### src/rtl/sample_serializer_if.sv
// Sample handshake from the decay stage, plus the serial pins and status toward the codec side.
interface sample_serializer_if #(
  parameter int SAMPLE_WIDTH = 16,
  parameter int LEVEL_W      = 3
);
  logic [SAMPLE_WIDTH-1:0] sample_in;
  logic                    sample_ready;
  logic                    bclk;
  logic                    lrclk;
  logic                    sdata;
  logic [LEVEL_W-1:0]      fifo_level;
  logic                    overflow;
  logic                    underflow;

  // Producer side: drives samples, observes the stream and status.
  modport master (
    output sample_in, sample_ready,
    input  bclk, lrclk, sdata, fifo_level, overflow, underflow
  );

  // Serializer side: consumes samples, drives the stream and status.
  modport slave (
    input  sample_in, sample_ready,
    output bclk, lrclk, sdata, fifo_level, overflow, underflow
  );
endinterface

### src/rtl/sample_serializer.sv
// sample_serializer: buffers mono samples in a small FIFO and sends each one on both channels
// of a left-justified serial stream (bclk/lrclk/sdata), MSB first.
module sample_serializer #(
  parameter int SAMPLE_WIDTH = 16,
  parameter int FIFO_DEPTH   = 4,
  parameter int BCLK_DIV     = 4
) (
  input  logic               clk,
  input  logic               reset,
  sample_serializer_if.slave bus
);
  localparam int PTR_W   = $clog2(FIFO_DEPTH);
  localparam int LEVEL_W = $clog2(FIFO_DEPTH + 1);
  localparam int DIV_W   = (BCLK_DIV > 1) ? $clog2(BCLK_DIV) : 1;
  localparam int SLOT_W  = $clog2(2 * SAMPLE_WIDTH);
  localparam int MSB     = SAMPLE_WIDTH - 1;

  typedef enum logic {ST_IDLE, ST_RUN} state_t;

  state_t                  r_state;
  state_t                  w_state_next;
  logic [SAMPLE_WIDTH-1:0] r_mem [FIFO_DEPTH];
  logic [PTR_W-1:0]        r_wr_ptr;
  logic [PTR_W-1:0]        r_rd_ptr;
  logic [LEVEL_W-1:0]      r_level;
  logic [SAMPLE_WIDTH-1:0] r_sample;
  logic [SAMPLE_WIDTH-1:0] r_shift;
  logic [SLOT_W-1:0]       r_bit_cnt;
  logic [DIV_W-1:0]        r_div_cnt;
  logic                    r_bclk;
  logic                    r_lrclk;
  logic                    r_sdata;
  logic                    r_overflow;
  logic                    r_underflow;

  logic                    w_load_first;
  logic                    w_div_term;
  logic                    w_bclk_fall;
  logic                    w_half_end;
  logic                    w_frame_end;
  logic                    w_empty;
  logic                    w_full;
  logic                    w_pop;
  logic                    w_push;
  logic [SLOT_W-1:0]       w_bit_cnt_inc;
  logic [SAMPLE_WIDTH-1:0] w_head;
  logic [SAMPLE_WIDTH-1:0] w_frame_sample;

  assign w_head         = r_mem[r_rd_ptr];
  assign w_empty        = (r_level == '0);
  assign w_full         = (r_level == LEVEL_W'(FIFO_DEPTH));
  assign w_div_term     = (r_div_cnt == DIV_W'(BCLK_DIV - 1));
  assign w_bclk_fall    = (r_state == ST_RUN) && r_bclk && w_div_term;
  assign w_half_end     = w_bclk_fall && (r_bit_cnt == SLOT_W'(SAMPLE_WIDTH - 1));
  assign w_frame_end    = w_bclk_fall && (r_bit_cnt == '1);
  assign w_bit_cnt_inc  = r_bit_cnt + SLOT_W'(1);
  // A frame boundary with nothing buffered sends silence instead of stalling the stream.
  assign w_pop          = w_load_first || (w_frame_end && !w_empty);
  // A full FIFO still accepts a write when the same cycle frees an entry.
  assign w_push         = bus.sample_ready && (!w_full || w_pop);
  assign w_frame_sample = w_empty ? '0 : w_head;

  // State register: IDLE until two samples are buffered, then RUN until reset.
  always_ff @(posedge clk or posedge reset) begin
    if (reset) r_state <= ST_IDLE;
    else       r_state <= w_state_next;
  end

  // Next state and the one-shot load that starts the stream.
  always_comb begin
    w_state_next = r_state;
    w_load_first = 1'b0;
    case (r_state)
      ST_IDLE: begin
        if (r_level >= LEVEL_W'(2)) begin
          w_state_next = ST_RUN;
          w_load_first = 1'b1;
        end
      end
      ST_RUN:  w_state_next = ST_RUN;
      default: w_state_next = ST_IDLE;
    endcase
  end

  // Sample storage; contents need no reset since the pointers define validity.
  always_ff @(posedge clk) begin
    if (w_push) r_mem[r_wr_ptr] <= bus.sample_in;
  end

  // FIFO pointers, occupancy and the overflow/underflow status pulses.
  always_ff @(posedge clk or posedge reset) begin
    if (reset) begin
      r_wr_ptr    <= '0;
      r_rd_ptr    <= '0;
      r_level     <= '0;
      r_overflow  <= 1'b0;
      r_underflow <= 1'b0;
    end else begin
      r_overflow  <= bus.sample_ready && w_full && !w_pop;
      r_underflow <= w_frame_end && w_empty;
      if (w_push) r_wr_ptr <= r_wr_ptr + PTR_W'(1);
      if (w_pop)  r_rd_ptr <= r_rd_ptr + PTR_W'(1);
      if (w_push && !w_pop)      r_level <= r_level + LEVEL_W'(1);
      else if (w_pop && !w_push) r_level <= r_level - LEVEL_W'(1);
    end
  end

  // Bit clock divider, slot counter and shift register; data moves only on bclk falling edges.
  always_ff @(posedge clk or posedge reset) begin
    if (reset) begin
      r_sample  <= '0;
      r_shift   <= '0;
      r_bit_cnt <= '0;
      r_div_cnt <= '0;
      r_bclk    <= 1'b0;
      r_lrclk   <= 1'b0;
      r_sdata   <= 1'b0;
    end else if (w_load_first) begin
      r_sample  <= w_frame_sample;
      r_shift   <= w_frame_sample;
      r_sdata   <= w_frame_sample[MSB];
      r_bit_cnt <= '0;
      r_div_cnt <= '0;
      r_bclk    <= 1'b0;
      r_lrclk   <= 1'b0;
    end else if (r_state == ST_RUN) begin
      if (w_div_term) begin
        r_div_cnt <= '0;
        r_bclk    <= ~r_bclk;
      end else begin
        r_div_cnt <= r_div_cnt + DIV_W'(1);
      end
      if (w_bclk_fall) begin
        r_bit_cnt <= w_bit_cnt_inc;
        r_lrclk   <= w_bit_cnt_inc[SLOT_W-1];
        if (w_frame_end) begin
          r_sample <= w_frame_sample;
          r_shift  <= w_frame_sample;
          r_sdata  <= w_frame_sample[MSB];
        end else if (w_half_end) begin
          // Right channel repeats the held sample from its sign bit.
          r_shift <= r_sample;
          r_sdata <= r_sample[MSB];
        end else begin
          r_shift <= r_shift << 1;
          r_sdata <= r_shift[MSB-1];
        end
      end
    end
  end

  assign bus.bclk       = r_bclk;
  assign bus.lrclk      = r_lrclk;
  assign bus.sdata      = r_sdata;
  assign bus.fifo_level = r_level;
  assign bus.overflow   = r_overflow;
  assign bus.underflow  = r_underflow;
endmodule

### src/flat_wrapper.sv
// flat-port wrapper written by rule: the top's interface ports become plain ports
module sample_serializer_flat 
#(
  parameter int SAMPLE_WIDTH = 16,
  parameter int FIFO_DEPTH   = 4,
  parameter int BCLK_DIV     = 4
)
  (clk, reset, bus_sample_in, bus_sample_ready, bus_bclk, bus_lrclk, bus_sdata, bus_fifo_level, bus_overflow, bus_underflow);
  sample_serializer_if #(.SAMPLE_WIDTH(SAMPLE_WIDTH), .LEVEL_W(3)) bus_i ();
  input  logic clk;
  input  logic reset;
  input wire logic [$bits(bus_i.sample_in)-1:0] bus_sample_in;
  input wire logic [$bits(bus_i.sample_ready)-1:0] bus_sample_ready;
  output wire logic [$bits(bus_i.bclk)-1:0] bus_bclk;
  output wire logic [$bits(bus_i.lrclk)-1:0] bus_lrclk;
  output wire logic [$bits(bus_i.sdata)-1:0] bus_sdata;
  output wire logic [$bits(bus_i.fifo_level)-1:0] bus_fifo_level;
  output wire logic [$bits(bus_i.overflow)-1:0] bus_overflow;
  output wire logic [$bits(bus_i.underflow)-1:0] bus_underflow;
  assign bus_i.sample_in = bus_sample_in;
  assign bus_i.sample_ready = bus_sample_ready;
  assign bus_bclk = bus_i.bclk;
  assign bus_lrclk = bus_i.lrclk;
  assign bus_sdata = bus_i.sdata;
  assign bus_fifo_level = bus_i.fifo_level;
  assign bus_overflow = bus_i.overflow;
  assign bus_underflow = bus_i.underflow;
  sample_serializer #(.SAMPLE_WIDTH(SAMPLE_WIDTH), .FIFO_DEPTH(FIFO_DEPTH), .BCLK_DIV(BCLK_DIV)) u_core (.clk(clk), .reset(reset), .bus(bus_i));
endmodule
### config.mk
export PLATFORM = sky130hd
export DESIGN_NAME = sample_serializer_flat
export DESIGN_NICKNAME = d
export VERILOG_FILES = /design/src/rtl/sample_serializer_if.sv /design/src/rtl/sample_serializer.sv /design/src/flat_wrapper.sv
export SDC_FILE = /design/constraint.sdc
export NUM_CORES = 1
export LEC_CHECK = 0
export ABC_AREA = 1
export CAP_MARGIN = 0
export CORE_MARGIN = 2
export CORE_UTILIZATION = 25
export CTS_BUF_LIST = sky130_fd_sc_hd__clkbuf_2 sky130_fd_sc_hd__clkbuf_4 sky130_fd_sc_hd__clkbuf_8
export CTS_CLUSTER_DIAMETER = 50
export CTS_CLUSTER_SIZE = 40
export DETAILED_ROUTE_END_ITERATION = 8
export DONT_BUFFER_PORTS = 1
export HOLD_SLACK_MARGIN = 0.1
export PLACE_DENSITY_LB_ADDON = 0.05
export SETUP_SLACK_MARGIN = 0.1
export SLEW_MARGIN = 20
export SYNTH_ARGS = -nofsm -noshare
export SYNTH_HDL_FRONTEND = slang
export SYNTH_SLANG_ARGS = --single-unit
### constraint.sdc
create_clock -name clk -period 3.1 [get_ports clk]
set_input_delay 0.465 -clock clk [delete_from_list [all_inputs] [get_ports clk]]
set_output_delay 0.465 -clock clk [all_outputs]
set_load 0.03 [all_outputs]
# Word level (Yosys, flattened, before mapping)
# Memories as Yosys holds them, arrays and structs flattened.
# Cells that the tools add are included.
[classes]
addsub = 6
magnitude_cmp = 1
eq_ne = 4
n_mux = 34
bitwise_logic = 2
n_reduce_logical = 26
[ops]
columns = ["cell", "n"]
rows = [
  ["2-to-1 mux 16 bit", 5],
  ["2-to-1 mux 15 bit", 5],
  ["2-to-1 mux 1 bit", 15],
  ["2-to-1 mux 5 bit", 3],
  ["logical AND 1 bit", 11],
  ["nonzero test 2 bit", 5],
  ["adder 2 x 1 -> 2 bit (second input constant)", 3],
  ["2-to-1 mux 2 bit", 3],
  ["2-to-1 mux 3 bit", 2],
  ["adder 5 x 1 -> 5 bit (second input constant)", 1],
  ["equality test 5 x 4 -> 1 bit (second input constant)", 1],
  ["equality test 5 bit (second input constant)", 1],
  ["zero test 1 bit", 4],
  ["AND reduction 2 bit", 2],
  ["adder 3 x 1 -> 3 bit (second input constant)", 1],
  ["equality test 3 bit (second input constant)", 1],
  ["greater-or-equal comparator 3 x 2 -> 1 bit (second input constant)", 1],
  ["zero test 3 bit", 1],
  ["AND reduction 3 bit", 1],
  ["subtractor 3 x 1 -> 3 bit (second input constant)", 1],
  ["equality test 2 bit (second input constant)", 1],
  ["logical OR 1 bit", 2],
  ["NOT 1 bit", 2],
  ["one-hot mux 1 bit (2 select lines)", 1],
]
[word_totals]
register_bits = 51
mem_bits_rw = 64
input_bits = 19
out_inout_bits = 8
elab_cells = 87
n_memories = 1
[memory_table]
columns = ["memory", "words", "word_bits", "rd", "rd_clocked_by_memory_dff", "write_ports", "line_no", "text"]
rows = [
  ["u_core.r_mem", 4, 16, 1, 0, 1, "sample_serializer.sv:22", "logic [SAMPLE_WIDTH-1:0] r_mem [FIFO_DEPTH];"],
]

# Longest topological paths before layout
[logic_depth]
depth_word = 11
mapped_depth = 14
mapped_depth_nobuf = 14

# Worst setup path after synthesis
# Ideal clock, no wire load.
[synth_path]
path_kind = "reg2reg"
start = "register u_core.r_bclk (netlist: u_core.bus.bclk)"
end = "register u_core.r_level[2] (netlist: u_core.bus.fifo_level[2])"
setup_time_ns = 0.131
t_arrival_ns = 2.210
t_required_ns = 2.969
slack_ns = 0.759
path_stages_with_launch = 13
path_buffers = 0
period_less_slack_ns = 2.341
cell_sequence = "dfrtp_1 -> inv_1 -> nor2_8 -> nand2_4 -> nand3_1 -> nand2_2 -> inv_1 -> ha_1 -> inv_1 -> fa_1 -> a21oi_1 -> o21ai_0 -> xor2_1"
[synth_between]
elab_chain_cells = 10
word_cells_on_any_way = 13
classes_between = "1 x mux; 12 x reduce/logical"
[synth_rtl]
columns = ["element", "line_no", "text"]
rows = [
  ["start: declaration", "sample_serializer.sv:30", "logic r_bclk;"],
  ["start signal: assignment", "sample_serializer.sv:129", "r_bclk <= ~r_bclk;"],
  ["logical AND 1 bit * (2 in series)", "sample_serializer.sv:53", "assign w_bclk_fall = (r_state == ST_RUN) && r_bclk && w_div_term;"],
  ["logical AND 1 bit *", "sample_serializer.sv:55", "assign w_frame_end = w_bclk_fall && (r_bit_cnt == '1);"],
  ["logical AND 1 bit *", "sample_serializer.sv:58", "assign w_pop = w_load_first || (w_frame_end && !w_empty);"],
  ["logical OR 1 bit *", "sample_serializer.sv:58", ""],
  ["logical OR 1 bit *", "sample_serializer.sv:60", "assign w_push = bus.sample_ready && (!w_full || w_pop);"],
  ["logical AND 1 bit *", "sample_serializer.sv:60", ""],
  ["net u_core.w_push", "sample_serializer.sv:44", "logic w_push;"],
  ["zero test 1 bit", "sample_serializer.sv:104", "else if (w_pop && !w_push) r_level <= r_level - LEVEL_W'(1);"],
  ["logical AND 1 bit", "sample_serializer.sv:104", ""],
  ["nonzero test 2 bit (no source line)", "-", ""],
  ["end signal: assignment", "sample_serializer.sv:103", "if (w_push && !w_pop) r_level <= r_level + LEVEL_W'(1);"],
  ["end signal: assignment", "sample_serializer.sv:104", ""],
  ["end: declaration", "sample_serializer.sv:25", "logic [LEVEL_W-1:0] r_level;"],
]
# The timed path passes the listed nets; every way through them passes the cells marked *.
# A chain may end at the register's enable or synchronous reset.

# Final worst setup path
[layout_path]
start = "register u_core.r_bit_cnt[0]"
end = "register u_core.r_level[1] (netlist: u_core.bus.fifo_level[1])"
[layout_between]
elab_chain_cells = 9
word_cells_on_any_way = 12
classes_between = "1 x eq/ne; 1 x mux; 10 x reduce/logical"
[layout_rtl]
columns = ["element", "line_no", "text"]
rows = [
  ["start: declaration", "sample_serializer.sv:28", "logic [SLOT_W-1:0] r_bit_cnt;"],
  ["start signal: assignment", "sample_serializer.sv:134", "r_bit_cnt <= w_bit_cnt_inc;"],
  ["equality test 5 bit *", "sample_serializer.sv:55", ""],
  ["logical AND 1 bit *", "sample_serializer.sv:55", ""],
  ["logical AND 1 bit *", "sample_serializer.sv:58", ""],
  ["logical OR 1 bit *", "sample_serializer.sv:58", ""],
  ["logical OR 1 bit *", "sample_serializer.sv:60", ""],
  ["logical AND 1 bit *", "sample_serializer.sv:60", ""],
  ["net u_core.w_push", "sample_serializer.sv:44", ""],
  ["zero test 1 bit", "sample_serializer.sv:104", ""],
  ["logical AND 1 bit", "sample_serializer.sv:104", ""],
  ["nonzero test 2 bit (no source line)", "-", ""],
]
# Marked as above.

==> impl_summary.txt <==
----------------------------------------------------
[Finish]
  Antenna fix cells ... 0
  Area used by multi-input combinational logic ... 1519 um2
  Area taken by flip-flops and latches ... 3173 um2
  Area added between synthesis and finish ... 17.97%
  Number of fill cells in the layout ... 2094
  Final #Nets ... 610
  Fraction of layout cells with a size suffix above 1 ... 10.12%
  Final core utilization ... 30.08%

[Synthesis]
  Library cell with the highest instance count after synthesis ... nand2_1
  Main area contributors after synthesis ... edfxtp_1 (37%), dfrtp_1 (24%), nand2_1 (12%), nand3_1 (10%), inv_1 (6.6%)
  Sequential area share after synthesis ... 61.51%
  Number of enable-type register cells in the synthesized netlist ... 64
  Cell type with the highest aggregate area in the netlist ... edfxtp_1
  Most common flop cell mapped by yosys ... edfxtp_1
  Synth async-reset ratio ... 43.86%
  Top cell type's share of synthesized area ... 37.25%
  Post-Syn Nets ... 576
  Synth Warn # ... 0
  Unique cell type count in the Yosys netlist ... 27
  Mapped cell area ... 5159 um2
  Top cell types by occurrence after synthesis ... nand2_1 (162), nand3_1 (103), inv_1 (91), edfxtp_1 (64), dfrtp_1 (50)
  Post-Synthesis Cells ... 547
  Number of flip-flops and latches in the synthesized netlist ... 114
  Mean Syn Cell Area ... 9.431 um2

[Clock network]
  Number of clock buffers inserted by TritonCTS ... 17
  Number of buffers on the longest clock path ... 2
  Root buffer cell ... clkbuf_8
  Insertion delay of the later-clocked pin in the worst-skew pair ... 440 ps
  H-tree depth ... 4
  # Post-CTS Setup Buffers ... 0
  Clock-pin slew reported for the worst setup and hold paths after clock tree synthesis ... 70 ps
  Cts hold-fix bufs ... 17
  TritonCTS clock tree ... built
  Number of gates resized after CTS ... 0
  Number of clock sinks ... 114

[Run]
  Max capacitance violation total ... 0

[Worst setup path]
  Startpoint types ... register
  Required time at the worst-slack endpoint ... 3420 ps
  Element type at the critical path end ... register
  Series of cell instances along the critical path ... ha_1 > inv_1 > nor2_1 > ha_1 > nand2_4 > nand3_1 > nand2_2 > inv_1 > ha_1 > inv_1 > fa_1 > mux2_2
  Category of the most critical setup path ... reg -> reg
  Top fanout value on the critical path ... 15
  Endpoint arrival time on the critical path ... 2990 ps
  Critical Path Slowest Stage Cell ... fa_1
  CP max stage delay ... 410 ps

[Timing]
  Final-report hold violation count ... 0
  Setup repair after global routing missed its margin ... false
  Post-Route Skew ... 9.419 ps
  Crit share post-route ... 86.11%
  Rel. slew slack ... 53.76%
  Count of pins over their slew limit ... 0
  FMAX ... 0.3746 GHz
  Setup TNS ... 0 ps
  Total of endpoints with negative setup slack in the final report ... 0
  Actual transition at the worst max-transition pin ... 692.6 ps
  Min Tclk post-route ... 2669 ps

[Global routing]
  Antenna violations before repair ... 0
  Total congestion overflow after global routing ... 0
  Tot GR Track Use ... 12.81%
  Largest net degree at the start of global routing ... 35
  First-pass GRT wire length ... 20770 um
  Vias in the first global route ... 3573

[Drt]
  # DRC ... 0
  Amount of wire on met3 after detailed routing ... 437 um
  Total Wirelength ... 12930 um
  Residual antenna-violating net count after detailed routing ... 0
  Uppermost routed layer ... met4
  Metal-1 WL ... 6258 um
  First-pass detailed-route iteration total ... 4
  Count of routing violations after the opening detailed-route iteration ... 114
  Vias per inst ... 4.139
  Vias after detailed routing ... 3572
  DR WL met2 ... 6108 um
  Routed wire length per instance ... 14.99 um

[Worst hold path]
  Type of the worst min-delay path ... in -> reg

[Die]
  Count of boundary I/O pins ... 27
  Vertical die dimension ... 147.7 um
  Std cell rows ... 52
  Full die area ... 21800 um2
  Initial core utilization ... 25.49%
  Floorplan Core Area ... 20230 um2
  Die extent in x ... 147.7 um

[Placement]
  Final estimated routing congestion in global placement ... 0.6962
  Count of input and output buffers ... 0
  Dpl hpwl ... 7915 um

[Pwr]
  VDD IR-drop max ... 0.0002489 V
  Pleak ... 2.862 nW
  Cell-internal power ... 2.788 mW
  Gate power share ... 14.1%
  Switching portion of total power ... 28.03%
  Flop pwr share ... 49.5%
  Power density over cell area ... 636.6 nW/um2
  Relative contribution of the clock network to total power ... 36.5%
  Net switching component of the power ... 1.086 mW

[Run status]
  Status ... finished clean

----------------------------------------------------
-- routing by layer --
layer  vias up  GRT usage, %
li1       1812             -
met1      1701         16.56
met2        51         20.77
met3         8         3.889
met4         0         3.750
met5         -             0
-- power by group through the flow --
stage	clock (mW)	sequential, mW	combinational [mW]
3_3_place_gp	0	1.95	0.544
5_1_grt	1.54	1.93	0.634
3_5_place_dp	0	1.95	0.535
6_report	1.41	1.92	0.545
2_1_floorplan	0	1.97	0.309
4_1_cts	1.46	1.92	0.567
-- through the flow --
stage	cell area [um2]	hold slack (ps)	instances	power, mW	setup WS (ps)
global placement	5525	459.5	815	2.493	488.0
finish	6086	181.4	863	3.874	430.6
CTS	6086	152.8	863	3.951	404.8
detailed placement	5525	470.6	815	2.486	429.2
floorplan	5159	446.1	547	2.280	759.0
global route	6086	146.7	863	4.103	143.1
-- area by class of cell --
type | count | share of cell area [%]
sequential | 114 | 52.14
clock buffer | 19 | 4.091
tap | 270 | 5.551
timing repair buffer | 36 | 5.140
multi-input combinational | 318 | 24.96
clock inverter | 12 | 2.323
inverter | 94 | 5.798
-- registers in the layout, summed over array words and instances (netlist names), 2 cells and up --
register,flops
u_core.r_mem,64
u_core.r_shift,15
u_core.r_bit_cnt,5
u_core.r_sample,16
u_core.r_div_cnt,2
u_core.bus.fifo_level,3
u_core.r_wr_ptr,2
u_core.r_rd_ptr,2
-- logic make-up after synthesis --
group	count (synthesis)	share of synthesized area, %
simple gates	290	24.55
flops	114	61.51
mux	1	0.2183
xor+xnor	3	0.5094
compound gates	14	1.601
buf+inv	115	9.047
fa+ha+maj	10	2.571
-- final timing paths --
kind	start	endpoint	slack [ps]	depth (start not counted)
setup / recovery	u_core.r_bit_cnt[0]$_DFFE_PP0P_	u_core.bus.fifo_level[1]$_DFFE_PP0P_	430	12
min in group asynchronous	reset	u_core.bus.overflow$_DFF_PP0_	580	2
hold reg to reg	u_core.r_div_cnt[0]$_DFFE_PP0P_	u_core.r_div_cnt[0]$_DFFE_PP0P_	480	1
setup reg to reg	u_core.r_bit_cnt[0]$_DFFE_PP0P_	u_core.bus.fifo_level[1]$_DFFE_PP0P_	430	12
max in group asynchronous	reset	u_core.r_rd_ptr[0]$_DFFE_PP0N_	1850	3
hold / removal	bus_sample_ready	u_core.r_wr_ptr[1]$_DFFE_PP0P_	180	2
-- placed cells by master (no fill, tap or decap), types with 3 or more instances in the layout --
cell type      instances
a21oi_1                4
buf_4                 19
bufinv_16              3
clkbuf_8              17
clkinv_2               5
clkinvlp_4             3
dfrtp_1               50
dlygate4sd3_1         17
edfxtp_1              64
ha_1                   9
inv_1                 90
inv_2                  3
nand2_1              162
nand2_2                3
nand3_1              103
nand4_1                3
nor2_1                14
o21ai_0                7
-- worst max-delay path, delay by kind of cell, from the launching register on --
kind	cells	cell delay (ps)
adder cells (fa/ha/maj)	4	1010
multiplexers	1	260
AND/OR/NAND/NOR	4	640
flip-flops	1	400
buffers and inverters	3	220
(Power assumes the default switching activity.)
==> patch 1 (config.mk and constraints unchanged) <==
One comparison of `r_bit_cnt` changes from == to >=.
--- a/src/rtl/sample_serializer.sv
+++ b/src/rtl/sample_serializer.sv
@@ -53,3 +53,3 @@
   assign w_bclk_fall    = (r_state == ST_RUN) && r_bclk && w_div_term;
-  assign w_half_end     = w_bclk_fall && (r_bit_cnt == SLOT_W'(SAMPLE_WIDTH - 1));
+  assign w_half_end     = w_bclk_fall && (r_bit_cnt >= SLOT_W'(SAMPLE_WIDTH - 1));
   assign w_frame_end    = w_bclk_fall && (r_bit_cnt == '1);
Check against the original RTL: same outputs for any inputs over 10 cycles, from zero or initial values and one cycle with reset high; that may be too few to reach the edited logic, so the function may still have changed.
==> patch 1 against the unedited design <==
Final cell count shrank 0.12%. Critical endpoint is now u_core.bus.fifo_level[2]$_DFFE_PP0P_. Sequential power is essentially flat. Cell area shrank 0.39%. Wire length shrank 5.0%. Setup slack lost 0.020 ns. Sequential cell count is the same. Largest cell class unchanged. Combinational power shrank 8.8%. Core utilization shrank 0.21 points. Critical path depth grew 4. Count of clock-buffer cells in the layout shrank 2. Sequential share of layout area grew 0.20 points. Power shrank 4.1%. Area after synthesis grew 0.65%.
==> patch 1: results (changes against the unedited design) <==
metric,value,unit,change
WHS,0.153,ns,was 0.181 ns
Cells after DPL,813,,was 815
routed vias,3527,,was 3572
Static Leak,2.79,nW,was 2.86 nW
buffering overhead,4.79,%,was 5.14%
DP HPWL,7460,µm,was 7910 µm
Post-synth top cells,"120 x nand2_1, 110 x inv_1, 64 x edfxtp_1, 62 x nand3_1, 50 x dfrtp_1",,"was 162 x nand2_1, 103 x nand3_1, 91 x inv_1, 64 x edfxtp_1, 50 x dfrtp_1"
die area,21900,µm²,was 21800 µm²
met3 Use GR,4.08,%,was 3.89%
status,"finished, final reports clean",,unchanged
hold endpoint,u_core.bus.overflow$_DFF_PP0_,,was u_core.r_wr_ptr[1]$_DFFE_PP0P_
M2 GR Usage,19.4,%,was 20.8%
Routed met3 length,457,µm,was 437 µm
Worst VDD drop,0.238,mV,was 0.249 mV
crit share post-route,86.8,%,was 86.1%
clock network share of area,6.09,%,was 6.41%
Critical Path AT,3.00,ns,was 2.99 ns
Layout Skew,0.0102,ns,was 0.00942 ns
Tot GR Track Use,12.1,%,was 12.8%
inverters,114,,was 94
fillers,2172,,was 2094
Placer Congestion,0.695,,was 0.696
multi-input logic area,1460,µm²,was 1520 µm²
met1 wire length,5870,µm,was 6260 µm
CP Max Fanout,6,,was 15
Syn Inst Count,548,,was 547
Worst R2R Path Depth,16,,was 12
Multi-In Gates,299,,was 318
switching fraction of total power,29.5,%,was 28.0%
CP endpoint,u_core.bus.fifo_level[2]$_DFFE_PP0P_,,was u_core.bus.fifo_level[1]$_DFFE_PP0P_
fraction of layout cells with a size suffix above 1,10.1,%,about the same
via/cell ratio,4.09,,was 4.14
## patch 1: power groups by stage
stage	logic (W)	clock network, W	registers (W)
final	0.000497	0.00130	0.00192
after global placement	0.000491	0	0.00195
after detailed placement	0.000491	0	0.00195
after global routing	0.000586	0.00144	0.00194
after CTS	0.000519	0.00137	0.00192
after floorplan	0.000301	0	0.00196
## patch 1: cells by family (layout without fill, tap and decap cells)
| kind of cell | Yosys count | after routing | share of synthesized area, % |
|---|---|---|---|
| AOI/OAI and AO/OA | 59 | 59 | 5.98 |
| xor gates and xnor gates | 6 | 6 | 1.01 |
| adders and majority gates | 10 | 10 | 2.55 |
| buffers and inverters | 135 | 179 | 10.7 |
| DFF | 114 | 114 | 61.1 |
| muxes | 1 | 1 | 0.217 |
| and+or+nand+nor | 223 | 223 | 18.4 |
==> patch 2 (config.mk and constraints unchanged) <==
Made on the original files. `SAMPLE_WIDTH` is set to 16 in 3 places; all go to 8.
--- a/src/rtl/sample_serializer_if.sv
+++ b/src/rtl/sample_serializer_if.sv
@@ -2,3 +2,3 @@
 interface sample_serializer_if #(
-  parameter int SAMPLE_WIDTH = 16,
+  parameter int SAMPLE_WIDTH = 8,
   parameter int LEVEL_W      = 3
--- a/src/rtl/sample_serializer.sv
+++ b/src/rtl/sample_serializer.sv
@@ -3,3 +3,3 @@
 module sample_serializer #(
-  parameter int SAMPLE_WIDTH = 16,
+  parameter int SAMPLE_WIDTH = 8,
   parameter int FIFO_DEPTH   = 4,
--- a/src/flat_wrapper.sv
+++ b/src/flat_wrapper.sv
@@ -3,3 +3,3 @@
 #(
-  parameter int SAMPLE_WIDTH = 16,
+  parameter int SAMPLE_WIDTH = 8,
   parameter int FIFO_DEPTH   = 4,
Interface: changed (resized bus_sample_in); port bits go from 27 to 19. The function was not compared with the original's and may differ.
==> patch 2 against the unedited design <==
Cell area fell by 45%. Setup slack improved by 0.16 ns. Area after synthesis fell by 43%. Wire length fell by 52%. Non-clock buffer count fell by 26. Count of clock-buffer cells in the layout fell by 10. Sequential cell count fell by 49. Sequential share of layout area rose by 1.3 points. Power fell by 43%. Highest routed layer unchanged.
==> patch 2: results (changes against the unedited design) <==
metric,value,unit,change
status,"finished, final reports clean",,unchanged
Post-synth top cells,"87 x nand2_1, 33 x dfrtp_1, 33 x inv_1, 32 x edfxtp_1, 26 x o21ai_0",,"was 162 x nand2_1, 103 x nand3_1, 91 x inv_1, 64 x edfxtp_1, 50 x dfrtp_1"
hold endpoint,u_core.r_mem[3][0]$_DFFE_PP_,,was u_core.r_wr_ptr[1]$_DFFE_PP0P_
Static Leak,1.48,nW,was 2.86 nW
post-synthesis net count,317,,was 576
Seq pwr share,51.9,%,was 49.5%
adder-cell area share of the yosys netlist,3.68,%,was 2.57%
CP max-delay cell,dfrtp_1,,was fa_1
M2 GR Usage,15.9,%,was 20.8%
wire length on met2,2710,µm,was 6110 µm
Worst VDD drop,0.245,mV,was 0.249 mV
Placer Congestion,0.711,,was 0.696
Setup crit start,u_core.bus.fifo_level[1]$_DFFE_PP0P_,,was u_core.r_bit_cnt[0]$_DFFE_PP0P_
switching fraction of total power,30.5,%,was 28.0%
sequential cell area fraction in the yosys report,61.1,%,was 61.5%
"slowest stage delay, CP",0.54,ns,was 0.41 ns
Routed met3 length,194,µm,was 437 µm
Tot GR Track Use,11.0,%,was 12.8%
Final #Nets,331,,was 610
largest net degree at the start of global routing,29,,was 35
prevailing post-synth register cell,dfrtp_1,,was edfxtp_1
Async SR Flop Fraction,50.8,%,was 43.9%
Top Registers,"u_core.r_mem: 32 flops, u_core.r_sample: 8 flops, u_core.r_shift: 7 flops",,"was u_core.r_mem: 64 flops, u_core.r_sample: 16 flops, u_core.r_shift: 15 flops"
routed vias,1883,,was 3572
met3 Use GR,3.02,%,was 3.89%
Post-synth EDFFs,32,,was 64
TritonCTS Buffers,9,,was 17
fillers,1245,,was 2094
Clock Latency Late Sink,0.35,ns,was 0.44 ns
clock-pin slew on the worst setup and hold paths,0.09,ns,was 0.07 ns
met1 Usage GRT,15.3,%,was 16.6%
Clock power frac,35.4,%,was 36.5%
first-pass GRT wire length,10700,µm,was 20800 µm
Layout Skew,0.00909,ns,was 0.00942 ns
Hold Path Depth,0,,was 2
Worst R2R Path Depth,10,,was 12
Least-Margin Pin Slew,0.451,ns,was 0.693 ns
[patch 2: cell type report]
| class | count | area [µm²] | area share [%] |
|---|---|---|---|
| inverter | 36 | 135 | 4.04 |
| timing repair buffer | 10 | 77.6 | 2.32 |
| clock inverter | 7 | 81.3 | 2.43 |
| clock buffer | 9 | 124 | 3.71 |
| multi-input combinational | 190 | 957 | 28.7 |
| tap | 143 | 179 | 5.36 |
| sequential | 65 | 1790 | 53.5 |
[patch 2: stage by stage]
step / setup WS [ns] / cell area, µm² / util [%] / instances / hold WS (ns)
floorplan: 0.793 / 2920 / - / 298 / 0.449
global placement: 0.628 / 3130 / 27.4 / 443 / 0.279
detailed placement: 0.592 / 3130 / 27.4 / 443 / 0.288
CTS: 0.579 / 3340 / 29.3 / 460 / 0.175
global route: 0.378 / 3340 / 29.3 / 460 / 0.169
finish: 0.596 / 3340 / 29.3 / 460 / 0.200
[patch 2: what timing repair did]
action	in CTS	in global routing
hold buffers	1	0
endpoints found under the hold margin	5	0
setup endpoints to repair	0	0
